## config.mk

```make
export PLATFORM = sky130hd
export DESIGN_NAME = reg_bank_arbiter_flat
export DESIGN_NICKNAME = d
export VERILOG_FILES = /design/src/rtl/reg_bank_arb_pkg.sv /design/src/rtl/reg_bank_arbiter_if.sv /design/src/rtl/reg_bank_arb_rr.sv /design/src/rtl/reg_bank_arbiter.sv /design/src/flat_wrapper.sv
export SDC_FILE = /design/constraint.sdc
export NUM_CORES = 1
export LEC_CHECK = 0
export ABC_AREA = 1
export ABC_CLOCK_PERIOD_IN_PS = 2950
export CAP_MARGIN = 20
export CORE_AREA = 2 2 271 273
export CTS_CLUSTER_SIZE = 16
export DETAILED_ROUTE_END_ITERATION = 10
export DIE_AREA = 0 0 273 275
export GPL_TIMING_DRIVEN = 1
export PLACE_DENSITY = 0.44
export SYNTH_ARGS = -nofsm -noshare
export SYNTH_HDL_FRONTEND = slang
export SYNTH_SLANG_ARGS = --single-unit
```

## constraint.sdc

```tcl
create_clock -name clk -period 2.95 [get_ports clk]
set_input_delay 0.59 -clock clk [delete_from_list [all_inputs] [get_ports clk]]
set_output_delay 0.59 -clock clk [all_outputs]
set_load 0.01 [all_outputs]
```

## src/rtl/reg_bank_arb_pkg.sv

```systemverilog
// rtl/reg_bank_arb_pkg.sv - FSM state type and grant index constants for reg_bank_arbiter
package reg_bank_arb_pkg;

    typedef enum logic [1:0] {
        IDLE   = 2'd0,
        ACCESS = 2'd1,
        RESP   = 2'd2
    } arb_state_t;

    localparam logic GNT_M0 = 1'b0;
    localparam logic GNT_M1 = 1'b1;

endpackage

```

## src/rtl/reg_bank_arbiter_if.sv

```systemverilog
// rtl/reg_bank_arbiter_if.sv - two-master request/response bus plus register bank strobe/readback bus
interface reg_bank_arbiter_if #(
    parameter int REG_WIDTH  = 32,
    parameter int ADDR_WIDTH = 4,
    parameter int REG_NUM    = 16
);
    logic                         m0_req;
    logic                         m0_wr;
    logic [ADDR_WIDTH-1:0]        m0_addr;
    logic [REG_WIDTH-1:0]         m0_wdata;
    logic                         m0_ack;
    logic [REG_WIDTH-1:0]         m0_rdata;
    logic                         m0_err;

    logic                         m1_req;
    logic                         m1_wr;
    logic [ADDR_WIDTH-1:0]        m1_addr;
    logic [REG_WIDTH-1:0]         m1_wdata;
    logic                         m1_ack;
    logic [REG_WIDTH-1:0]         m1_rdata;
    logic                         m1_err;

    logic [REG_NUM-1:0]           reg_wr_sel;
    logic                         reg_wr_rd;
    logic [REG_WIDTH-1:0]         reg_wr_data;
    logic [REG_NUM*REG_WIDTH-1:0] reg_rd_bus;

    modport slave (
        input  m0_req, m0_wr, m0_addr, m0_wdata,
        input  m1_req, m1_wr, m1_addr, m1_wdata,
        input  reg_rd_bus,
        output m0_ack, m0_rdata, m0_err,
        output m1_ack, m1_rdata, m1_err,
        output reg_wr_sel, reg_wr_rd, reg_wr_data
    );

    modport master (
        output m0_req, m0_wr, m0_addr, m0_wdata,
        output m1_req, m1_wr, m1_addr, m1_wdata,
        output reg_rd_bus,
        input  m0_ack, m0_rdata, m0_err,
        input  m1_ack, m1_rdata, m1_err,
        input  reg_wr_sel, reg_wr_rd, reg_wr_data
    );

endinterface

```

## src/rtl/reg_bank_arb_rr.sv

```systemverilog
// rtl/reg_bank_arb_rr.sv - combinational 2-way round-robin picker; pointer register lives in the parent
module reg_bank_arb_rr (
    input  logic [1:0] req,
    input  logic       last_grant,
    output logic       gnt_valid,
    output logic       gnt_idx
);
    import reg_bank_arb_pkg::*;

    always_comb begin
        gnt_valid = |req;
        gnt_idx   = GNT_M0;
        // On a conflict the loser of the previous grant wins
        if (req == 2'b11) begin
            gnt_idx = ~last_grant;
        end else if (req[1]) begin
            gnt_idx = GNT_M1;
        end
    end

endmodule

```

## src/rtl/reg_bank_arbiter.sv

```systemverilog
// rtl/reg_bank_arbiter.sv - two-master round-robin access controller for the register bank
// Optional address-range error reporting: define REG_BANK_ARB_ADDR_CHK_EN.
module reg_bank_arbiter #(
    parameter int REG_WIDTH  = 32,
    parameter int ADDR_WIDTH = 4,
    parameter int REG_NUM    = 16
) (
    input  logic               clk,
    input  logic               rst_n,
    reg_bank_arbiter_if.slave  bus
);
    import reg_bank_arb_pkg::*;

    arb_state_t              r_state;
    arb_state_t              w_state_nxt;
    logic                    w_take;

    logic                    r_last_grant;
    logic                    r_gnt;
    logic                    r_wr;
    logic [ADDR_WIDTH-1:0]   r_addr;

    logic                    w_gnt_valid;
    logic                    w_gnt_idx;
    logic                    w_req_wr;
    logic [ADDR_WIDTH-1:0]   w_req_addr;
    logic [REG_WIDTH-1:0]    w_req_wdata;
    logic [REG_WIDTH-1:0]    w_lat_slice;
    logic [REG_WIDTH-1:0]    w_rd_value;

    logic [REG_NUM-1:0]      r_sel;
    logic                    r_wr_rd;
    logic [REG_WIDTH-1:0]    r_wr_data;
    logic [1:0]              r_ack;
    logic [REG_WIDTH-1:0]    r_rdata0;
    logic [REG_WIDTH-1:0]    r_rdata1;

    // Addresses at or above REG_NUM decode to an all-zero select
    function automatic logic [REG_NUM-1:0] decode(input logic [ADDR_WIDTH-1:0] addr);
        logic [REG_NUM-1:0] sel;
        for (int i = 0; i < REG_NUM; i++) begin
            sel[i] = (addr == ADDR_WIDTH'(i));
        end
        return sel;
    endfunction

    reg_bank_arb_rr u_rr (
        .req        ({bus.m1_req, bus.m0_req}),
        .last_grant (r_last_grant),
        .gnt_valid  (w_gnt_valid),
        .gnt_idx    (w_gnt_idx)
    );

    assign w_req_wr    = (w_gnt_idx == GNT_M1) ? bus.m1_wr    : bus.m0_wr;
    assign w_req_addr  = (w_gnt_idx == GNT_M1) ? bus.m1_addr  : bus.m0_addr;
    assign w_req_wdata = (w_gnt_idx == GNT_M1) ? bus.m1_wdata : bus.m0_wdata;

    always_comb begin
        w_lat_slice = '0;
        for (int i = 0; i < REG_NUM; i++) begin
            if (r_addr == ADDR_WIDTH'(i)) begin
                w_lat_slice = bus.reg_rd_bus[i*REG_WIDTH +: REG_WIDTH];
            end
        end
    end

    assign w_rd_value = r_wr ? '0 : w_lat_slice;

    always_ff @(posedge clk) begin
        if (!rst_n) begin
            r_state <= IDLE;
        end else begin
            r_state <= w_state_nxt;
        end
    end

    always_comb begin
        w_state_nxt = r_state;
        w_take      = 1'b0;
        case (r_state)
            IDLE: begin
                if (w_gnt_valid) begin
                    w_state_nxt = ACCESS;
                    w_take      = 1'b1;
                end
            end
            ACCESS:  w_state_nxt = RESP;
            RESP:    w_state_nxt = IDLE;
            default: w_state_nxt = IDLE;
        endcase
    end

    // Strobes are loaded on the grant edge so they are visible for exactly the ACCESS cycle
    always_ff @(posedge clk) begin
        if (!rst_n) begin
            r_last_grant <= GNT_M1;
            r_gnt        <= GNT_M0;
            r_wr         <= 1'b0;
            r_addr       <= '0;
            r_sel        <= '0;
            r_wr_rd      <= 1'b0;
            r_wr_data    <= '0;
            r_ack        <= '0;
            r_rdata0     <= '0;
            r_rdata1     <= '0;
        end else begin
            r_sel     <= '0;
            r_wr_rd   <= 1'b0;
            r_wr_data <= '0;
            r_ack     <= '0;
            r_rdata0  <= '0;
            r_rdata1  <= '0;
            if (w_take) begin
                r_gnt        <= w_gnt_idx;
                r_last_grant <= w_gnt_idx;
                r_wr         <= w_req_wr;
                r_addr       <= w_req_addr;
                r_sel        <= decode(w_req_addr);
                r_wr_rd      <= w_req_wr;
                r_wr_data    <= w_req_wdata;
            end
            if (r_state == ACCESS) begin
                r_ack[r_gnt] <= 1'b1;
                if (r_gnt == GNT_M0) begin
                    r_rdata0 <= w_rd_value;
                end else begin
                    r_rdata1 <= w_rd_value;
                end
            end
        end
    end

`ifdef REG_BANK_ARB_ADDR_CHK_EN
    logic [1:0] r_err;

    always_ff @(posedge clk) begin
        if (!rst_n) begin
            r_err <= '0;
        end else begin
            r_err <= '0;
            if (r_state == ACCESS) begin
                r_err[r_gnt] <= ~|decode(r_addr);
            end
        end
    end

    assign bus.m0_err = r_err[0];
    assign bus.m1_err = r_err[1];
`else
    assign bus.m0_err = 1'b0;
    assign bus.m1_err = 1'b0;
`endif

    assign bus.m0_ack      = r_ack[0];
    assign bus.m1_ack      = r_ack[1];
    assign bus.m0_rdata    = r_rdata0;
    assign bus.m1_rdata    = r_rdata1;
    assign bus.reg_wr_sel  = r_sel;
    assign bus.reg_wr_rd   = r_wr_rd;
    assign bus.reg_wr_data = r_wr_data;

endmodule

```

## src/flat_wrapper.sv

```systemverilog
// flat-port wrapper written by rule: the top's interface ports become plain ports
module reg_bank_arbiter_flat import reg_bank_arb_pkg::*;
#(
    parameter int REG_WIDTH  = 32,
    parameter int ADDR_WIDTH = 4,
    parameter int REG_NUM    = 16
)
  (clk, rst_n, bus_m0_req, bus_m0_wr, bus_m0_addr, bus_m0_wdata, bus_m1_req, bus_m1_wr, bus_m1_addr, bus_m1_wdata, bus_reg_rd_bus, bus_m0_ack, bus_m0_rdata, bus_m0_err, bus_m1_ack, bus_m1_rdata, bus_m1_err, bus_reg_wr_sel, bus_reg_wr_rd, bus_reg_wr_data);
  reg_bank_arbiter_if #(.REG_WIDTH(REG_WIDTH), .ADDR_WIDTH(ADDR_WIDTH), .REG_NUM(REG_NUM)) bus_i ();
  input  logic clk;
  input  logic rst_n;
  input wire logic [$bits(bus_i.m0_req)-1:0] bus_m0_req;
  input wire logic [$bits(bus_i.m0_wr)-1:0] bus_m0_wr;
  input wire logic [$bits(bus_i.m0_addr)-1:0] bus_m0_addr;
  input wire logic [$bits(bus_i.m0_wdata)-1:0] bus_m0_wdata;
  input wire logic [$bits(bus_i.m1_req)-1:0] bus_m1_req;
  input wire logic [$bits(bus_i.m1_wr)-1:0] bus_m1_wr;
  input wire logic [$bits(bus_i.m1_addr)-1:0] bus_m1_addr;
  input wire logic [$bits(bus_i.m1_wdata)-1:0] bus_m1_wdata;
  input wire logic [$bits(bus_i.reg_rd_bus)-1:0] bus_reg_rd_bus;
  output wire logic [$bits(bus_i.m0_ack)-1:0] bus_m0_ack;
  output wire logic [$bits(bus_i.m0_rdata)-1:0] bus_m0_rdata;
  output wire logic [$bits(bus_i.m0_err)-1:0] bus_m0_err;
  output wire logic [$bits(bus_i.m1_ack)-1:0] bus_m1_ack;
  output wire logic [$bits(bus_i.m1_rdata)-1:0] bus_m1_rdata;
  output wire logic [$bits(bus_i.m1_err)-1:0] bus_m1_err;
  output wire logic [$bits(bus_i.reg_wr_sel)-1:0] bus_reg_wr_sel;
  output wire logic [$bits(bus_i.reg_wr_rd)-1:0] bus_reg_wr_rd;
  output wire logic [$bits(bus_i.reg_wr_data)-1:0] bus_reg_wr_data;
  assign bus_i.m0_req = bus_m0_req;
  assign bus_i.m0_wr = bus_m0_wr;
  assign bus_i.m0_addr = bus_m0_addr;
  assign bus_i.m0_wdata = bus_m0_wdata;
  assign bus_i.m1_req = bus_m1_req;
  assign bus_i.m1_wr = bus_m1_wr;
  assign bus_i.m1_addr = bus_m1_addr;
  assign bus_i.m1_wdata = bus_m1_wdata;
  assign bus_i.reg_rd_bus = bus_reg_rd_bus;
  assign bus_m0_ack = bus_i.m0_ack;
  assign bus_m0_rdata = bus_i.m0_rdata;
  assign bus_m0_err = bus_i.m0_err;
  assign bus_m1_ack = bus_i.m1_ack;
  assign bus_m1_rdata = bus_i.m1_rdata;
  assign bus_m1_err = bus_i.m1_err;
  assign bus_reg_wr_sel = bus_i.reg_wr_sel;
  assign bus_reg_wr_rd = bus_i.reg_wr_rd;
  assign bus_reg_wr_data = bus_i.reg_wr_data;
  reg_bank_arbiter #(.REG_WIDTH(REG_WIDTH), .ADDR_WIDTH(ADDR_WIDTH), .REG_NUM(REG_NUM)) u_core (.clk(clk), .rst_n(rst_n), .bus(bus_i));
endmodule
```

==> results of run 1 <==
[how the worst max path moves through the flow]
stage / from / end / slack (ns)
global route: u_core.r_addr[2] / u_core.bus.m1_rdata[24] / 0.01
global placement: u_core.r_addr[2] / u_core.bus.m0_rdata[22] / -0.18
floorplan: bus_m1_req / u_core.bus.reg_wr_data[0] / 1.10
finish: u_core.r_addr[1] / u_core.bus.m0_rdata[6] / 0.17
CTS: u_core.r_addr[2] / u_core.bus.m1_rdata[27] / 0.07
detailed placement: u_core.r_addr[2] / u_core.bus.m0_rdata[22] / -0.26
[power by group through the flow]
| stage | registers, mW | clock network (mW) | logic (mW) |
|---|---|---|---|
| 2_1_floorplan | 1.84 | 0 | 0.902 |
| 3_3_place_gp | 1.82 | 0 | 2.82 |
| 3_5_place_dp | 1.82 | 0 | 2.82 |
| 4_1_cts | 1.79 | 2.37 | 2.85 |
| 5_1_grt | 1.79 | 2.43 | 3.03 |
| 6_report | 1.79 | 2.30 | 2.78 |
[per-layer routing]
metal  vias up  global-route usage [%]
met5         -                       0
met4         4                    4.07
met3        40                    4.50
met2       594                    30.0
met1      5720                    20.3
li1       5918                       -
[through the flow]
stage / TNS, ns / area, µm² / hold WS (ns) / utilization, %
final: 0 / 17300 / 0.477 / 23.9
after global routing: 0 / 17300 / 0.485 / 23.9
after CTS: 0 / 17300 / 0.470 / 23.9
after detailed placement: -1.20 / 16600 / 0.461 / 23.0
after global placement: -0.993 / 16600 / 0.458 / 23.0
after floorplan: 0 / 8180 / 0.429 / -
[state kept, by name (all words and copies together) (netlist names), 2 cells and up]
signal / cells
u_core.bus.m0_rdata: 32
u_core.bus.m1_rdata: 32
u_core.bus.reg_wr_data: 32
u_core.bus.reg_wr_sel: 16
u_core.r_ack: 2
u_core.r_addr: 4
u_core.r_state: 2
[worst max-delay path, stage by stage, from the launching register on]
cell	delay, ns
dfxtp_2	0.38
inv_2	0.08
nor2_4	0.15
buf_4	0.21
nand2_2	0.09
buf_4	0.22
or2_2	0.29
nand2_1	0.18
nand3_1	0.20
nor2_1	0.20
nand3_2	0.16
nand2_1	0.11
nand3_1	0.15
nand2_1	0.16
nor2_1	0.05
[cell type report]
cell class,instances,area [µm²]
Inverter,156,589
Clock buffer,18,439
Fill cell,8208,55000
Antenna cell,2,5.00
Multi-Input combinational cell,1074,4870
Timing Repair Buffer,761,7560
Tap cell,959,1200
Clock inverter,14,168
Sequential cell,124,2480
[cells by family after synthesis]
logic type             count (synthesis)  synth area share (%)
AO/OA/AOI/OAI                        116                  7.19
buffers and inverters                238                  11.5
flip-flops                           124                  30.4
multiplexers                           2                 0.245
other                                  1                0.0459
AND/OR/NAND/NOR                      954                  50.6
[cell usage in the layout, fill, tap and decap left out, types with 3 or more instances in the layout]
cell,instances
a21oi_1,108
buf_12,7
buf_4,50
clkbuf_16,17
clkdlybuf4s50_1,704
clkinvlp_4,3
dfxtp_1,123
inv_1,152
inv_6,6
nand2_1,487
nand3_1,117
nand4_1,81
nor2_1,172
nor2_2,7
nor2_4,10
nor3_1,11
nor3_4,3
o21ai_0,4
o22ai_1,3
or2_0,18
or2_1,3
or2_2,40
[what timing repair did]
action | 4_1_cts | 5_1_grt
hold buffers | 0 | 0
gates cloned | 0 | 0
buffers inserted | 0 | 2
endpoints found under the setup margin | 8 | 8
resized for setup | 7 | 4
pin swaps | 0 | 1
==> flow_metrics.env, run 1 <==
export IMPL_p_int_mw=4.32
export IMPL_synthTopCellsByArea="dfxtp_1 (30%), nand2_1 (22%), nor2_1 (8.4%)"
export IMPL_synth_warnings=0
export IMPL_fin_cells=3108
export IMPL_relSlewSlack_pct=45.8
export IMPL_max_freq_ghz=0.360
export IMPL_path_class="register to register"
export IMPL_grt_overflow=0
export IMPL_min_to="u_core.r_state[1]"
export IMPL_max_cap_violations=0
export IMPL_die_w_um=273
export IMPL_worst_setup_path_start_kind="register"
export IMPL_synth_seq_cells=124
export IMPL_fp_row_count=99
export IMPL_power_density_mw_per_mm2=397
export IMPL_met2_length_mm=32.4
export IMPL_via_count=12300
export IMPL_start_util_pct=11.3
export IMPL_cts_root_buf="clkbuf_16"
export IMPL_clk_latency_ns=0.47
export IMPL_grt_pass1_wl_mm=90.6
export IMPL_routedWlPerCell_um=21.3
export IMPL_cp_end_kind="register"
export IMPL_arrival_ns=3.12
export IMPL_topRoutingLayerUsed="met5"
export IMPL_worstMarginPinSlew_ns=0.813
export IMPL_numPortBuffers=704
export IMPL_drt_pass1_iterations=5
export IMPL_drt_vias_per_instance=3.95
export IMPL_drive_gt1_share_pct=7.31
export IMPL_period_share_pct=94.2
export IMPL_die_area_mm2=0.0751
export IMPL_fin_crit_ns=2.78
export IMPL_antenna_found_initial=7
export IMPL_yosysTopAreaCell="dfxtp_1"
export IMPL_ys_seq_area_share_pct=30.4
export IMPL_ios=707
export IMPL_switching_share_pct=37.0
export IMPL_synthDistinctLibCells=29
export IMPL_reg2reg_setup_slack_ns=0.17
export IMPL_coreArea_mm2=0.0723
export IMPL_yosys_top_cells_count="nand2_1 (487), nor2_1 (182), inv_1 (153)"
export IMPL_seq_power_share_pct=26.0
export IMPL_h_tree_depth=4
export IMPL_grt_usage_pct=16.9
export IMPL_fin_skew_ns=0.0178
export IMPL_wl_met1_mm=27.4
export IMPL_rr_worst_depth=14
export IMPL_drc=0
export IMPL_hold_depth=1
export IMPL_pre_cts_slack_ns=-0.261
export IMPL_ir_worst_vdd_mv=0.413
export IMPL_place_congestion=0.899
export IMPL_power_leakage_nw=7.01
export IMPL_ant_nets=0
export IMPL_syn_area_per_cell_um2=5.70
export IMPL_pwr_share_clk_pct=33.4
export IMPL_cts_buffers=17
export IMPL_ys_flop_type="dfxtp_1"
export IMPL_hp_start="u_core.r_state[1]"
export IMPL_hold_path_class="register to register"
export IMPL_wl_met3_mm=5.25
export IMPL_syn_inst=1435
export IMPL_reg2reg_from="u_core.r_addr[1]"
export IMPL_power_mw=6.87
export IMPL_cts_path_max_buffers=2
export IMPL_finalSetupViolations=0
export IMPL_status="complete, no violations"
export IMPL_cts_tree="built"
export IMPL_synth_most_common_cell="nand2_1"
export IMPL_clock_sinks=124
export IMPL_drv_slew=0
export IMPL_switchingPower_mw=2.54
export IMPL_grt_setup_unrepaired="no"
export IMPL_setup_slack_ns=0.170
export IMPL_syn_area_mm2=0.00818
export IMPL_wl_mm=66.2
export IMPL_synth_top_area_share_pct=30.4
export IMPL_die_y_um=275
export IMPL_clk_pin_slew_ns=0.07
export IMPL_area_growth_pct=112
export IMPL_worstReg2RegEnd="u_core.bus.m0_rdata[6]"
export IMPL_dpl_hpwl_mm=55.8
export IMPL_finalHoldViolCount=0
export IMPL_grt_max_degree=65
export IMPL_required_ns=3.29
export IMPL_nets=2724
export IMPL_crit_fanout=24
export IMPL_dp_cells=3072
export IMPL_synth_edf_count=0
export IMPL_combPwrFrac_pct=40.5
export IMPL_drt_first_iter_violations=685
export IMPL_grt_pass1_vias=12700
export IMPL_async_flop_share_pct=0
(Power assumes the default switching activity.)
==> inputs of run 2 (changes only) <==
--- a/config.mk
+++ b/config.mk
@@ -8,12 +8,13 @@
 export ABC_AREA = 1
 export ABC_CLOCK_PERIOD_IN_PS = 2950
 export CAP_MARGIN = 20
-export CORE_AREA = 2 2 271 273
+export CORE_AREA = 2 2 278 280
 export CTS_CLUSTER_SIZE = 16
 export DETAILED_ROUTE_END_ITERATION = 10
-export DIE_AREA = 0 0 273 275
+export DIE_AREA = 0 0 280 282
 export GPL_TIMING_DRIVEN = 1
-export PLACE_DENSITY = 0.44
+export PLACE_DENSITY = 0.43
 export SYNTH_ARGS = -nofsm -noshare
 export SYNTH_HDL_FRONTEND = slang
+export SYNTH_HIERARCHICAL = 1
 export SYNTH_SLANG_ARGS = --single-unit
==> run 2 against run 1 <==
- cell area increased by 0.35%
- clock power up 7%
- wire length is 1.8% higher
- largest cell class unchanged
- synthesized cell count increased by 0.35%
- non-clock buffer count grew 7
==> flow_metrics.env, run 2 <==
export IMPL_cp_end_kind="register"
export IMPL_nets=2742
export IMPL_fin_crit_ns=2.79
export IMPL_reg2reg_from="u_core/r_addr[1]"
export IMPL_synth_seq_cells=124
export IMPL_h_tree_depth=4
export IMPL_path_class="register to register"
export IMPL_async_flop_share_pct=0
export IMPL_worstMarginPinSlew_ns=0.860
export IMPL_synthTopCellsByArea="dfxtp_1 (31%), nand2_1 (24%), nor2_1 (9.4%)"
export IMPL_hold_path_class="register to register"
export IMPL_cts_root_buf="clkbuf_16"
export IMPL_clk_pin_slew_ns=0.07
export IMPL_synth_top_area_share_pct=30.6
export IMPL_coreArea_mm2=0.0757
export IMPL_final_cell_mix="clkdlybuf4s50_1 (704), nand2_1 (511), nor2_1 (186), inv_1 (156), dfxtp_1 (123)"
export IMPL_drive_gt1_share_pct=7.94
export IMPL_fin_skew_ns=0.0300
export IMPL_numPortBuffers=704
export IMPL_hp_start="u_core/r_state[1]"
export IMPL_syn_area_per_cell_um2=5.63
export IMPL_final_common_cell="clkdlybuf4s50_1"
export IMPL_power_density_mw_per_mm2=402
export IMPL_max_freq_ghz=0.358
export IMPL_clk_latency_ns=0.48
export IMPL_via_count=12000
export IMPL_die_area_mm2=0.0790
export IMPL_synth_edf_count=0
export IMPL_ant_nets=0
export IMPL_grt_overflow=0
export IMPL_cts_tree="built"
export IMPL_dpl_hpwl_mm=57.5
export IMPL_start_util_pct=10.7
export IMPL_cp_startpoint="u_core/r_addr[1]"
export IMPL_finalSetupViolations=0
export IMPL_fp_row_count=101
export IMPL_place_congestion=0.888
export IMPL_ys_flop_type="dfxtp_1"
export IMPL_required_ns=3.30
export IMPL_ys_seq_area_share_pct=30.6
export IMPL_cts_path_max_buffers=2
export IMPL_ios=707
export IMPL_drt_vias_per_instance=3.82
export IMPL_synth_most_common_cell="nand2_1"
export IMPL_area_growth_pct=114
export IMPL_relSlewSlack_pct=42.6
export IMPL_max_cap_violations=0
export IMPL_syn_inst=1440
export IMPL_grt_setup_unrepaired="no"
export IMPL_syn_area_mm2=0.00811
export IMPL_arrival_ns=3.14
export IMPL_grt_pass1_vias=13000
export IMPL_synthDistinctLibCells=26
export IMPL_ir_worst_vdd_mv=0.421
export IMPL_worst_setup_path_start_kind="register"
export IMPL_cts_setup_buffers=0
export IMPL_synth_warnings=6
export IMPL_drc=0
export IMPL_finalHoldViolCount=0
export IMPL_drt_pass1_iterations=5
export IMPL_die_y_um=282
export IMPL_finish_instance_area_mm2=0.0174
export IMPL_status="complete, no violations"
export IMPL_die_w_um=280
export IMPL_clock_sinks=124
export IMPL_drt_first_iter_violations=554
export IMPL_cts_buffers=17
export IMPL_grt_max_degree=65
export IMPL_routedWlPerCell_um=21.4
export IMPL_grt_pass1_wl_mm=92.0
export IMPL_yosysTopAreaCell="dfxtp_1"
export IMPL_wl_mm=67.5
export IMPL_crit_fanout=8
export IMPL_antenna_found_initial=18
export IMPL_yosys_top_cells_count="nand2_1 (511), nor2_1 (203), inv_1 (156)"
export IMPL_drv_slew=0
export IMPL_power_leakage_nw=7.11
export IMPL_grt_usage_pct=16.6
export IMPL_pre_cts_slack_ns=-0.0796
export IMPL_setup_slack_ns=0.159
export IMPL_placed_cell_area_mm2=0.0167
export IMPL_period_share_pct=94.6
[run 2: changes by cell type after synthesis, sizes merged]
cell,before,now
inv,154,161
nand2,490,512
o21ai,4,2
clkbuf,60,56
nor3,14,9
nor4,1,0
nor2,189,209
nand3,118,100
or2,61,56
a21oi,108,106
buf,22,20
o22ai,3,5
clkinv,2,1
nand4,81,75
[run 2: kinds of logic (layout without fill, tap and decap cells)]
| logic type | after synthesis | in the layout | synth area share, % |
|---|---|---|---|
| AOI/OAI and AO/OA | 114 | 114 | 7.16 |
| buffers and inverters | 238 | 962 | 11.4 |
| DFF | 124 | 124 | 30.6 |
| muxes | 2 | 2 | 0.247 |
| other | 1 | 13 | 0.0463 |
| and+or+nand+nor | 961 | 961 | 50.5 |
[run 2: path summary, 6_finish.rpt]
| check | end | slack [ns] | cells past startpoint |
|---|---|---|---|
| setup / recovery | u_core/bus.m1_rdata[3] | 0.16 | 11 |
| hold / removal | u_core/r_state[1] | 0.47 | 1 |
| setup reg to reg | u_core/bus.m1_rdata[3] | 0.16 | 11 |
| hold reg to reg | u_core/r_state[1] | 0.47 | 1 |
[run 2: repair_timing]
item / in CTS / in global routing
resized for setup: 2 / 10
hold buffers: 0 / 0
gates cloned: 0 / 0
setup endpoints to repair: 4 / 14
pin swaps: 0 / 0
[run 2: layout make-up]
type | instances | area (µm²)
antenna | 11 | 27.5
clock inverter | 15 | 229
fill | 8560 | 58300
multi-input combinational | 1079 | 4820
tap | 978 | 1220
timing repair buffer | 768 | 7560
clock buffer | 17 | 425
sequential | 124 | 2480
inverter | 162 | 608
[run 2: per-stage QoR]
| stage | hold slack, ns | power (mW) | util (%) | std cells | TNS (ns) |
|---|---|---|---|---|---|
| CTS | 0.463 | 7.19 | 22.9 | 3143 | 0 |
| floorplan | 0.424 | 2.73 | - | 1441 | 0 |
| global placement | 0.443 | 4.61 | 22.0 | 3111 | -0.186 |
| finish | 0.466 | 6.99 | 23.0 | 3154 | 0 |
| global route | 0.484 | 7.42 | 22.9 | 3149 | 0 |
| detailed placement | 0.448 | 4.62 | 22.0 | 3111 | -0.351 |
[run 2: layer usage]
layer  track usage [%]  up-vias  share of wire (%)
li1                  -     5929                  -
met1              18.3     5428                 40
met2              29.1      593                 49
met3              5.39       82                7.8
met4              7.21       12                3.7
met5                 0        -               0.13
[run 2: where the power goes]
group | switching (mW) | internal [mW] | total (mW)
registers | 0.0462 | 1.75 | 1.79
clock network | 1.01 | 1.45 | 2.46
logic | 1.47 | 1.26 | 2.73
total | 2.53 | 4.46 | 6.99
[run 2: critical path, cell delays in order (launching register included)]
cell,delay (ns)
dfxtp_1,0.45
nand2_1,0.15
buf_4,0.19
nor2_4,0.27
inv_1,0.19
or2_2,0.30
nand2_1,0.27
nand4_1,0.15
nor2_1,0.38
nand4_1,0.14
nand2_1,0.13
nor2_1,0.05
